$ cat src/rtl/conv1_window_gen.sv
// Streaming 3x3xCH sliding-window generator: buffers two image rows and emits
// a packed window for every valid (unpadded) output position in raster order.
module conv1_window_gen #(
  parameter int unsigned IMG_W  = 32,
  parameter int unsigned IMG_H  = 32,
  parameter int unsigned CH     = 3,
  parameter int unsigned DW     = 8,
  parameter int unsigned STRIDE = 1
) (
  input  logic                   clk,
  input  logic                   rstn,
  input  logic                   in_valid,
  input  logic                   in_sof,
  input  logic [CH*DW-1:0]       in_pixel,
  output logic                   out_valid,
  output logic [CH*9*DW-1:0]     out_window,
  output logic                   out_last
);

  localparam int unsigned PW     = CH * DW;
  localparam int unsigned WW     = CH * 9 * DW;
  localparam int unsigned CW     = $clog2(IMG_W);
  localparam int unsigned RW     = $clog2(IMG_H);
  localparam int unsigned LAST_C = 2 + ((IMG_W - 3) / STRIDE) * STRIDE;
  localparam int unsigned LAST_R = 2 + ((IMG_H - 3) / STRIDE) * STRIDE;

  logic [CW-1:0] col, cur_col, col_nxt;
  logic [RW-1:0] row, cur_row, row_nxt;
  logic          col_wrap;
  logic          stride_ok;
  logic          emit;
  logic          is_last;

  logic [PW-1:0] lb0 [IMG_W];
  logic [PW-1:0] lb1 [IMG_W];

  logic [2:0][2:0][PW-1:0] win_q, win_d;
  logic [WW-1:0]           win_pack;

  // Position of the incoming pixel; in_sof overrides the counters
  always_comb begin
    cur_col   = in_sof ? '0 : col;
    cur_row   = in_sof ? '0 : row;
    col_wrap  = (cur_col == CW'(IMG_W - 1));
    col_nxt   = col_wrap ? '0 : cur_col + CW'(1);
    row_nxt   = cur_row;
    if (col_wrap) begin
      row_nxt = (cur_row == RW'(IMG_H - 1)) ? '0 : cur_row + RW'(1);
    end
    stride_ok = (STRIDE == 1) || (!cur_col[0] && !cur_row[0]);
    emit      = in_valid && (cur_row >= RW'(2)) && (cur_col >= CW'(2)) && stride_ok;
    is_last   = (cur_row == RW'(LAST_R)) && (cur_col == CW'(LAST_C));
  end

  // Window shifts left; new column {row-2, row-1, current} enters at kc=2
  always_comb begin
    win_d = win_q;
    for (int kr = 0; kr < 3; kr++) begin
      win_d[kr][0] = win_q[kr][1];
      win_d[kr][1] = win_q[kr][2];
    end
    win_d[0][2] = lb1[cur_col];
    win_d[1][2] = lb0[cur_col];
    win_d[2][2] = in_pixel;
  end

  // Repack as channel-major, tap-minor for the conv stage
  always_comb begin
    win_pack = '0;
    for (int k = 0; k < CH; k++) begin
      for (int kr = 0; kr < 3; kr++) begin
        for (int kc = 0; kc < 3; kc++) begin
          win_pack[(k*9 + kr*3 + kc)*DW +: DW] = win_d[2'(kr)][2'(kc)][k*DW +: DW];
        end
      end
    end
  end

  // Line buffers: contents never reset, stale rows are gated by the row counter
  always_ff @(posedge clk) begin
    if (in_valid) begin
      lb1[cur_col] <= lb0[cur_col];
      lb0[cur_col] <= in_pixel;
    end
  end

  always_ff @(posedge clk or negedge rstn) begin
    if (!rstn) begin
      col        <= '0;
      row        <= '0;
      win_q      <= '0;
      out_valid  <= 1'b0;
      out_last   <= 1'b0;
      out_window <= '0;
    end else begin
      out_valid <= emit;
      out_last  <= emit && is_last;
      if (emit) begin
        out_window <= win_pack;
      end
      if (in_valid) begin
        col   <= col_nxt;
        row   <= row_nxt;
        win_q <= win_d;
      end
    end
  end

endmodule

$ cat config.mk
export PLATFORM = sky130hd
export DESIGN_NAME = conv1_window_gen
export DESIGN_NICKNAME = d
export VERILOG_FILES = /design/src/rtl/conv1_window_gen.sv
export SDC_FILE = /design/constraint.sdc
export NUM_CORES = 2
export LEC_CHECK = 0
export CORE_MARGIN = 10
export CORE_UTILIZATION = 61
export DETAILED_ROUTE_END_ITERATION = 12
export GPL_ROUTABILITY_DRIVEN = 1
export MAX_ROUTING_LAYER = met4
export PLACE_DENSITY = 0.82
export SETUP_SLACK_MARGIN = 0.4
export SYNTH_ARGS = -nofsm -noshare
export SYNTH_HDL_FRONTEND = slang
export SYNTH_SLANG_ARGS = --single-unit
$ cat constraint.sdc
create_clock -name clk -period 6.1 [get_ports clk]
set_clock_uncertainty 0.2 [all_clocks]
set_input_delay 1.83 -clock clk [delete_from_list [all_inputs] [get_ports clk]]
set_output_delay 1.83 -clock clk [all_outputs]
set_load 0.005 [all_outputs]
==> results by group <==
Run status
  – Status: complete, no violations

Route
  – First DRT Iteration DRCs: 6119
  – Vias post-DR: 39.3k
  – Final antenna-violating net count: 0
  – Avg Vias per Cell: 6.93
  – WL per Instance: 32.8 um
  – Remaining DRCs: 0
  – Routed wire length: 186000 um
  – Pre-Repair DR Iteration Count: 9

Clock tree
  – Hold_buf cts: 0
  – CTS tree: done
  – Inserted Clock Buffers: 166
  – # clock sinks: 1740
  – Post-cts sizing count: 0
  – H-tree Lvls: 4
  – Clk buf depth: 3
  – Root Driver: clkbuf_16
  – Postcts setup bufs: 0
  – Clock Latency Late Sink: 800 ps
  – Worst-path clk slew: 60 ps

Logic synthesis
  – Warnings from Yosys: 0
  – Synth area leader: edfxtp_1
  – Most common cell in the netlist: edfxtp_1
  – Synth Cell Area: 68200 um^2
  – Post-Syn Area per Cell: 17.8 um^2
  – Yosys top cell area share: 67.7%
  – EDFF count, synth: 1536
  – Sequential cell area fraction in the yosys report: 75.2%
  – Top FF cell, synth: edfxtp_1
  – #FFs+latches synth: 1740
  – Number of library cell types mapped by synthesis: 78
  – Async SR Flop Fraction: 11.7%
  – Synth top area cells: edfxtp_1 68%, dfrtp_1 7.5%, mux4_2 4.7%, mux2_2 3.6%, mux2i_1 3.2%
  – Commonest cells in the netlist: 1536 x edfxtp_1, 217 x mux2_2, 215 x mux2i_1
  – Mapped Cells: 3823

Timing
  – Final Hold Fails: 0
  – Slew Viols, Final: 0
  – Fin crit share: 75.4%
  – Worst slew pin tran: 1370 ps
  – Period minus WS final: 4600 ps
  – # setup viols final: 0
  – Relative slew slack: 8.57%
  – Fmax: 0.217 GHz
  – RSZ-0062 raised after global routing: no
  – Setup_tns: 0 ps

Min path
  – HP Start: out_window[148]
  – Hold depth: 1
  – Min-Delay Endpoint: out_window[148]
  – Hold Path Class: flop to flop

Place
  – Port Buf Inserts: 125
  – GPL Wtd Cong: 0.895
  – HPWL after DPL: 105000 um

Global routing
  – First-pass GRT wire length: 270000 um
  – Grt ovf: 0
  – Largest net degree at the start of global routing: 131
  – Total Routing Usage GR: 30.1%
  – Vias in the first global route: 39.8k
  – Initial antenna violation count: 2

Setup path
  – Critical Path AT: 4810 ps
  – R2R Path Start: col[2]
  – Worst-path maximum fanout: 49
  – Worst R2R Setup Slack: 1680 ps
  – CP Class: primary input to flop
  – Req. time, crit path: 6310 ps
  – Setup crit start kind: primary input
  – Crit Reg-Reg Endpoint: lb1[17][19]
  – Cell depth of the worst flop-to-flop path: 6
  – Crit end category: flop

Power
  – LEAKAGE: 25.8 nW
  – Pwr/cell area: 350 nW/um^2
  – Power Total: 26.8 mW
  – Worst vdd ir: 0.000304 V

Layout
  – Share of cells above drive strength 1: 19.7%
  – Filler cells: 6503
  – Area grow syn2layout: 12.5%
  – Nets: 4080

Floorplanning
  – Row Count: 122
  – Core Area: 111000 um^2
  – DIE AREA: 126000 um^2
  – Initial Utilization: 61.5%
  – I/O pin count: 246
  – Die width: 354 um
  – Die extent in y: 354 um

Job
  – Maxcap violations: 0
-- layer usage --
metal  routed length (um)  vias up  track usage [%]  share of wire (%)
met2                84600     3550             44.9                 45
met5                    0        -                -                  0
met3                29100      778             9.74                 16
li1                     -    15484                -                  -
met4                10600        0             14.5                5.7
met1                61800    19516             37.5                 33
-- worst max-delay path, stage by stage --
cell,delay (ps)
buf_6,210
nor3b_2,600
buf_4,300
a221oi_1,110
a2111oi_0,660
or3_1,1000
-- flip-flops by register name, indices dropped and copies added, names as in the netlist --
name	flops
lb0	768
lb1	768
out_window	96
win_d	96
col	5
row	5
out_last	1
out_valid	1
-- metrics by stage --
step                setup WS [ps]  instances  utilization, %  area, um^2  hold slack, ps
floorplan                    66.1       3942               -       68600             260
detailed placement            959       5368            64.4       71400             277
CTS                          1760       5677            69.2       76700             290
global placement             1080       5368            64.4       71400             270
finish                       1500       5679            69.2       76700             286
global route                 1520       5677            69.2       76700             306
-- where the power goes --
group | switching (mW) | total [mW] | internal [mW] | leakage (nW)
clock network | 4.42 | 10.0 | 5.58 | 2.56
logic | 1.91 | 2.82 | 0.912 | 6.84
registers | 0.309 | 14.0 | 13.7 | 16.4
total | 6.64 | 26.8 | 20.2 | 25.8
-- cells in the final DEF (no fill, tap or decap), types with 122 or more instances in the layout --
cell type | netlist | final
mux2_2 | 217 | 217
nand2_1 | 123 | 122
dfrtp_1 | 204 | 201
clkdlybuf4s50_1 | 0 | 122
edfxtp_1 | 1536 | 1536
buf_4 | 149 | 149
mux2i_1 | 215 | 215
clkbuf_16 | 0 | 170
nor2_1 | 184 | 150
mux4_2 | 141 | 141
-- area by class of cell --
cell class,instances,area [um^2],area share [%]
clock inverter,63,606,0.789
clock buffer,246,4690,6.11
timing repair buffer,289,2680,3.49
tap,1488,1860,2.43
multi-input combinational,1842,15600,20.3
sequential,1740,51200,66.8
antenna,2,5.00,0.00652
inverter,9,40.0,0.0522
-- how the worst max path moves through the flow --
stage | startpoint | endpoint | slack (ps) | cells past startpoint
after global placement | in_sof | lb0[24][17] | 1080 | 7
after CTS | in_sof | lb1[28][2] | 1760 | 6
after floorplan | in_sof | lb0[11][0] | 70 | 9
final | in_sof | lb1[28][2] | 1500 | 6
after global routing | in_sof | lb1[20][8] | 1520 | 6
after detailed placement | in_sof | lb1[5][2] | 960 | 6
-- cell families after synthesis --
| family | count (synthesis) | synth area share, % |
|---|---|---|
| AOI/OAI and AO/OA | 627 | 6.55 |
| xor gates and xnor gates | 1 | 0.0129 |
| adders and majority gates | 4 | 0.0734 |
| buffers and inverters | 360 | 3.06 |
| DFF | 1740 | 75.2 |
| muxes | 580 | 11.5 |
| other | 1 | 0.00550 |
| and+or+nand+nor | 510 | 3.63 |
No activity file was read; power rests on OpenSTA's default activity.
